--- config.mk ---
export PLATFORM = sky130hd
export DESIGN_NAME = spi_flash_cmd_seq
export DESIGN_NICKNAME = d
export VERILOG_FILES = /design/src/rtl/spi_flash_cmd_seq.sv
export SDC_FILE = /design/constraint.sdc
export NUM_CORES = 1
export LEC_CHECK = 0
export BUFFER_PORTS_ARGS = -buffer_cell sky130_fd_sc_hd__buf_2
export CORE_MARGIN = 2
export CORE_UTILIZATION = 40
export DETAILED_ROUTE_END_ITERATION = 8
export PLACE_DENSITY = 0.71
export SYNTH_ARGS = -nofsm -noshare
export SYNTH_HDL_FRONTEND = slang
export SYNTH_SLANG_ARGS = --single-unit
export TNS_END_PERCENT = 20
--- constraint.sdc ---
create_clock -name clk -period 9 [get_ports clk]
set_clock_uncertainty 0.15 [all_clocks]
set_input_delay 0.45 -clock clk [delete_from_list [all_inputs] [get_ports clk]]
set_output_delay 0.45 -clock clk [all_outputs]
set_load 0.01 [all_outputs]
--- src/rtl/spi_flash_cmd_seq.sv ---
// Sequences one SPI-flash transaction (CS, opcode, address, write and read payload)
// over a byte-wide SPI shift engine; owns flash chip select.
module spi_flash_cmd_seq #(
  parameter int unsigned ADDR_BYTES = 3,
  parameter int unsigned LEN_W      = 16,
  parameter int unsigned CS_GAP     = 4,
  parameter int unsigned BSY_TO     = 8
) (
  input  logic             clk,
  input  logic             rst,
  input  logic             cmd_valid,
  output logic             cmd_ready,
  input  logic [7:0]       opcode,
  input  logic [31:0]      addr,
  input  logic             use_addr,
  input  logic [LEN_W-1:0] wr_len,
  input  logic [LEN_W-1:0] rd_len,
  input  logic [7:0]       wdata,
  input  logic             wdata_valid,
  output logic             wdata_ready,
  output logic [7:0]       rdata,
  output logic             rdata_valid,
  output logic             done,
  output logic             err,
  output logic             cs_n,
  output logic             spi_start,
  output logic [7:0]       spi_din,
  input  logic             spi_bsy,
  input  logic [7:0]       spi_dout
);

  localparam int unsigned AW = 8 * ADDR_BYTES;
  localparam int unsigned GW = $clog2(CS_GAP + 1);
  localparam int unsigned TW = $clog2(BSY_TO + 1);

  typedef enum logic [2:0] {
    S_IDLE, S_CS_SETUP, S_OPC, S_ADDR, S_WR, S_RD, S_CS_HOLD, S_DONE
  } state_t;

  typedef enum logic [1:0] {B_ISSUE, B_WAIT_HI, B_WAIT_LO} bstate_t;

  state_t           state_q, state_d;
  bstate_t          bst_q, bst_d;
  logic [GW-1:0]    gap_q, gap_d;
  logic [TW-1:0]    to_q, to_d;
  logic [LEN_W-1:0] cnt_q, cnt_d;
  logic [7:0]       opcode_q, opcode_d;
  logic [31:0]      addr_q, addr_d;
  logic             use_addr_q, use_addr_d;
  logic [LEN_W-1:0] wr_len_q, wr_len_d, rd_len_q, rd_len_d;
  logic             cmd_ready_d, cs_n_d, spi_start_d, rdata_valid_d, done_d, err_d;
  logic [7:0]       spi_din_d, rdata_d;
  logic             byte_done;

  // State and registered outputs
  always_ff @(posedge clk or posedge rst) begin
    if (rst) begin
      state_q     <= S_IDLE;
      bst_q       <= B_ISSUE;
      gap_q       <= '0;
      to_q        <= '0;
      cnt_q       <= '0;
      opcode_q    <= '0;
      addr_q      <= '0;
      use_addr_q  <= 1'b0;
      wr_len_q    <= '0;
      rd_len_q    <= '0;
      cmd_ready   <= 1'b0;
      cs_n        <= 1'b1;
      spi_start   <= 1'b0;
      spi_din     <= '0;
      rdata       <= '0;
      rdata_valid <= 1'b0;
      done        <= 1'b0;
      err         <= 1'b0;
    end else begin
      state_q     <= state_d;
      bst_q       <= bst_d;
      gap_q       <= gap_d;
      to_q        <= to_d;
      cnt_q       <= cnt_d;
      opcode_q    <= opcode_d;
      addr_q      <= addr_d;
      use_addr_q  <= use_addr_d;
      wr_len_q    <= wr_len_d;
      rd_len_q    <= rd_len_d;
      cmd_ready   <= cmd_ready_d;
      cs_n        <= cs_n_d;
      spi_start   <= spi_start_d;
      spi_din     <= spi_din_d;
      rdata       <= rdata_d;
      rdata_valid <= rdata_valid_d;
      done        <= done_d;
      err         <= err_d;
    end
  end

  // Next-state and output logic; wdata_ready must qualify the same-cycle wdata
  always_comb begin
    state_d       = state_q;
    bst_d         = bst_q;
    gap_d         = gap_q;
    to_d          = to_q;
    cnt_d         = cnt_q;
    opcode_d      = opcode_q;
    addr_d        = addr_q;
    use_addr_d    = use_addr_q;
    wr_len_d      = wr_len_q;
    rd_len_d      = rd_len_q;
    cs_n_d        = cs_n;
    spi_din_d     = spi_din;
    rdata_d       = rdata;
    err_d         = err;
    spi_start_d   = 1'b0;
    rdata_valid_d = 1'b0;
    wdata_ready   = 1'b0;
    byte_done     = 1'b0;

    case (state_q)
      S_IDLE: begin
        if (cmd_valid && cmd_ready) begin
          opcode_d   = opcode;
          addr_d     = addr;
          use_addr_d = use_addr;
          wr_len_d   = wr_len;
          rd_len_d   = rd_len;
          err_d      = 1'b0;
          cs_n_d     = 1'b0;
          gap_d      = '0;
          cnt_d      = '0;
          bst_d      = B_ISSUE;
          state_d    = S_CS_SETUP;
        end
      end
      S_CS_SETUP: begin
        if (gap_q == GW'(CS_GAP - 1)) begin
          gap_d   = '0;
          state_d = S_OPC;
        end else begin
          gap_d = gap_q + GW'(1);
        end
      end
      S_OPC, S_ADDR, S_WR, S_RD: begin
        case (bst_q)
          B_ISSUE: begin
            if (!spi_bsy && (state_q != S_WR || wdata_valid)) begin
              spi_start_d = 1'b1;
              to_d        = '0;
              bst_d       = B_WAIT_HI;
              case (state_q)
                S_OPC:   spi_din_d = opcode_q;
                S_ADDR:  spi_din_d = addr_q[AW-1 -: 8];
                S_WR: begin
                  spi_din_d   = wdata;
                  wdata_ready = 1'b1;
                end
                default: spi_din_d = 8'hFF;
              endcase
            end
          end
          B_WAIT_HI: begin
            if (spi_bsy) begin
              bst_d = B_WAIT_LO;
            end else if (to_q == TW'(BSY_TO - 1)) begin
              // Engine never acknowledged: abandon remaining bytes
              err_d   = 1'b1;
              bst_d   = B_ISSUE;
              gap_d   = '0;
              cnt_d   = '0;
              state_d = S_CS_HOLD;
            end else begin
              to_d = to_q + TW'(1);
            end
          end
          B_WAIT_LO: begin
            if (!spi_bsy) begin
              byte_done = 1'b1;
              bst_d     = B_ISSUE;
            end
          end
          default: bst_d = B_ISSUE;
        endcase

        if (byte_done) begin
          if (state_q == S_RD) begin
            rdata_d       = spi_dout;
            rdata_valid_d = 1'b1;
          end
          if (state_q == S_ADDR) addr_d = addr_q << 8;
          cnt_d = cnt_q - LEN_W'(1);
          // Phase finished: pick the next non-empty phase
          if (state_q == S_OPC || cnt_q == LEN_W'(1)) begin
            if (state_q == S_OPC && use_addr_q) begin
              state_d = S_ADDR;
              cnt_d   = LEN_W'(ADDR_BYTES);
            end else if ((state_q == S_OPC || state_q == S_ADDR) && wr_len_q != '0) begin
              state_d = S_WR;
              cnt_d   = wr_len_q;
            end else if (state_q != S_RD && rd_len_q != '0) begin
              state_d = S_RD;
              cnt_d   = rd_len_q;
            end else begin
              state_d = S_CS_HOLD;
              gap_d   = '0;
              cnt_d   = '0;
            end
          end
        end
      end
      S_CS_HOLD: begin
        if (gap_q == GW'(CS_GAP - 1)) begin
          gap_d   = '0;
          cs_n_d  = 1'b1;
          state_d = S_DONE;
        end else begin
          gap_d = gap_q + GW'(1);
        end
      end
      S_DONE:  state_d = S_IDLE;
      default: state_d = S_IDLE;
    endcase

    cmd_ready_d = (state_d == S_IDLE);
    done_d      = (state_d == S_DONE);
  end

endmodule

==> summary by stage <==
GRT
The number of antenna violations at the first check in global routing is 0. In the global route stage, overall resource usage came out at 19.5%. The first global-routing pass estimated 22.3 mm of wire. The aggregate global routing overflow is 0.

The maximum number of pins on one net before global-route repair is 63. The via count of the first global-routing pass is 4451.

Status
The flow ran to the end, and the final reports show no timing, DRC or antenna violations.

Layout
The relative area change from synthesis to final layout is 21.9%. The net count of the finished layout is 733. The area taken by flip-flops and latches is 2880 um2. The final design utilization is 50.2%. The multi-input gate area in the final layout is 2460 um2.

Of the cells placed in the final design, the portion with a size suffix greater than 1 is 32.2%. The final standard cell count with taps included and fillers excluded is 819. Counting the fill cells in the layout gives 1236. The number of antenna diodes in the final layout is 0.

Drt
Summed over all layers, the routed wires come to 13.6 mm. The number of routed nets with antenna violations is 0. The number of remaining DRC errors is 0. The detail-routed net length per standard cell is 16.6 um.

Before antenna repair, the detailed router went through 4 iterations. Across all layers, the routed design uses 4528 vias. Using the TritonRoute via totals, the vias-per-cell ratio works out to 5.53. The DRC marker count from the first detailed-route iteration is 288.

Timing
Setup repair after global routing left no endpoint under its margin. Setup violations remaining at the end of the flow were counted as 0. For the pin with the worst max-slew slack, the measured transition is 1080 ps.

The final worst slack is 5600 ps. The hold violation total from the final report is 0. Of the available clock period, the critical path in the final layout requires 37.8%. Counting I/O delays and the setup requirement, the final critical path takes 3400 ps. The number of max-slew violations in the final report came to 0. In this run the tightest slew margin relative to its limit is 27.8%.

The top achievable clock speed is 294 MHz. The sum of negative setup slack is 0 ps.

Floorplanning
The die width is 121 um. The initial cell density of the core is 41.2%. The floorplan step defined a die boundary enclosing 14700 um2.

The count of boundary I/O pins is 117. After floorplanning, the core was sized to cover 13300 um2. The row count is 42. The die boundary height is 121 um.

Setup path
The kind of capture point of the worst setup path is a primary output. The kind of cell with the highest combined delay along the critical path is simple AND/OR/NAND/NOR gates. The critical path startpoint category is a flop.

Among the stages of the critical path, the cell type that occurs most often is sky130_fd_sc_hd__nor2_1. The critical path buffer and inverter count is 1. The worst-path maximum fanout is 19. The worst path required time is 8400 ps.

The slowest library cell on the worst path is sky130_fd_sc_hd__or3_1. The delay of the slowest cell on the worst path is 540 ps. Traced cell by cell, the critical path runs through nor2b_1, nand2b_1, nor2_1, or3_1, nor2_1, buf_2. At the worst endpoint, the arrival time is 2800 ps. The critical path is of the reg2out type.

Yosys
Counting distinct cell types in the post-synthesis netlist gives 58. Sequential cells were found to cover 52.4% of the synthesized design area. The number of nets handed over by synthesis was 632.

The number of standard cells after synthesis is 534. The largest area contributor in the netlist is sky130_fd_sc_hd__dfrtp_1. The number of flops mapped to enable cells by yosys is 0. Each instance of the synthesized netlist takes up on average 10.3 um2. During synthesis, Yosys emitted a total of 0 warnings. The cell area after technology mapping is 5500 um2. The post-synthesis register bit count is 115. Of all flip-flops after synthesis, the portion carrying an async set or reset was 100%.

Ranked by total cell area, the synthesized netlist is headed by sky130_fd_sc_hd__dfrtp_1 52%, sky130_fd_sc_hd__mux2_2 12%, sky130_fd_sc_hd__nand2_1 4.9%. The leading cell type by number of instances after synthesis is sky130_fd_sc_hd__dfrtp_1. The flip-flop cell with the highest count after synthesis is sky130_fd_sc_hd__dfrtp_1. The proportion of netlist area held by the largest area contributor is 51.9%. By count the netlist is led by 114 x sky130_fd_sc_hd__dfrtp_1, 72 x sky130_fd_sc_hd__nand2_1, 57 x sky130_fd_sc_hd__mux2_2, 44 x sky130_fd_sc_hd__nor2_1, 23 x sky130_fd_sc_hd__clkbuf_1.

Placed design
The quantity of I/O buffers inserted on ports is 108. The worst-case setup slack after placement is 5900 ps. The total instance count after detailed placement is 792. The routability congestion estimate from global placement is 0.851. The placed wire-length estimate is 9.62 mm.

Clocking
The tree is rooted in a sky130_fd_sc_hd__clkbuf_16. The sink count of the clock tree is 115. The number of setup buffers added after CTS is 0. The CTS tree is built. The count of hold-fix buffers inserted at cts is 0. The number of gates given a new drive strength after cts is 0.

Clock latency on the worst-skew pair, taken at its later pin, is 410 ps. No sink is reached through more buffers than the 2 on the longest clock path. CTS built an H-tree with a depth of 4. The number of clock buffers added by TritonCTS is 17. The CTS clock-pin slew for the worst setup and hold paths is 50 ps.

Run
The tool flagged a number of max-cap violations equal to 0.

Power and ir drop
The total leakage power is 3.12 nW. The completed layout was analyzed and its total power is 2.50 mW. In this run the power density over the cells is 374 nW/um2.

The maximum vdd ir drop is 0.000195 V.

Worst hold path
The min-delay analysis places its worst path in the category in2async.
worst paths after layout:
check / depth (start not counted) / slack (ps) / start / endpoint
min in group clk: 3 / 110 / addr[2] / addr_q[2]
min reg2reg: 2 / 320 / addr_q[6] / addr_q[6]
min: 2 / 1 / rst / use_addr_q
max: 6 / 5600 / state_q[2] / wdata_ready
max in group asynchronous: 3 / 7480 / rst / rdata[5]
max reg2reg: 6 / 5820 / wr_len_q[11] / gap_q[0]
where the power goes:
part,internal [mW],total [mW],switching [mW]
sequential,0.753,0.953,0.200
combinational,0.416,0.944,0.528
clock,0.390,0.606,0.215
total,1.56,2.50,0.943
metal layers:
layer / share of wire [%] / up-vias / global-route usage, %
li1: - / 2138 / -
met1: 42 / 2227 / 24.8
met2: 50 / 146 / 31.8
met3: 6.5 / 17 / 5.45
met4: 1.7 / 0 / 7.11
met5: 0 / - / 0
cell type report:
class	count	area share [%]
Tap cell	176	3.29
Timing Repair Buffer	113	8.63
Multi-Input combinational cell	379	36.7
Clock buffer	21	7.02
Clock inverter	6	0.878
Inverter	9	0.542
Sequential cell	115	43.0
sequential cells by signal (all words and copies together) (netlist names), 2 cells and up:
| signal | cells |
|---|---|
| wr_len_q | 16 |
| cnt_q | 16 |
| rdata | 8 |
| bst_q | 2 |
| gap_q | 3 |
| spi_din | 8 |
| addr_q | 24 |
| state_q | 3 |
| to_q | 4 |
| opcode_q | 8 |
| rd_len_q | 16 |
cells by family (layout without fill, tap and decap cells):
group / count (synthesis) / after routing / share of synthesized area [%]
simple gates: 195 / 195 / 16.9
compound gates: 118 / 118 / 14.2
flops: 115 / 115 / 52.4
mux: 57 / 57 / 11.7
buf+inv: 40 / 149 / 3.12
xor+xnor: 5 / 5 / 0.797
fa+ha+maj: 4 / 4 / 0.911
stage by stage:
| stage | hold slack (ps) | instance area [um2] |
|---|---|---|
| after CTS | 29.4 | 6700 |
| after floorplan | 289 | 5500 |
| final | 1.12 | 6700 |
| after global placement | 303 | 6170 |
| after global routing | 54.9 | 6700 |
| after detailed placement | 310 | 6170 |
placed cells by master, fill, tap and decap left out, types with 2 or more instances in the layout:
cell type / instances
sky130_fd_sc_hd__dfrtp_1: 114
sky130_fd_sc_hd__buf_2: 108
sky130_fd_sc_hd__nand2_1: 72
sky130_fd_sc_hd__mux2_2: 57
sky130_fd_sc_hd__nor2_1: 43
sky130_fd_sc_hd__o21ai_1: 19
sky130_fd_sc_hd__a31oi_1: 17
sky130_fd_sc_hd__clkbuf_16: 17
sky130_fd_sc_hd__nand3_1: 15
sky130_fd_sc_hd__nor3_1: 15
sky130_fd_sc_hd__a21oi_1: 15
sky130_fd_sc_hd__o21ai_0: 14
sky130_fd_sc_hd__nor4_1: 13
sky130_fd_sc_hd__a22oi_1: 13
sky130_fd_sc_hd__o22ai_1: 9
sky130_fd_sc_hd__inv_1: 7
sky130_fd_sc_hd__nand4_1: 5
sky130_fd_sc_hd__buf_4: 5
sky130_fd_sc_hd__nor2b_1: 4
sky130_fd_sc_hd__or3_1: 4
sky130_fd_sc_hd__a211o_1: 4
sky130_fd_sc_hd__a21o_1: 4
sky130_fd_sc_hd__ha_1: 4
sky130_fd_sc_hd__clkinv_2: 4
sky130_fd_sc_hd__nand2b_1: 3
sky130_fd_sc_hd__or2_1: 3
sky130_fd_sc_hd__xor2_1: 3
sky130_fd_sc_hd__o211ai_1: 3
sky130_fd_sc_hd__o32ai_1: 3
sky130_fd_sc_hd__nor3b_1: 3
sky130_fd_sc_hd__clkbuf_8: 3
sky130_fd_sc_hd__nand3b_1: 2
sky130_fd_sc_hd__and3b_1: 2
sky130_fd_sc_hd__a221o_1: 2
sky130_fd_sc_hd__a32o_1: 2
sky130_fd_sc_hd__a221oi_1: 2
sky130_fd_sc_hd__a2bb2oi_1: 2
Note: power is estimated with default switching activity, not from simulation.
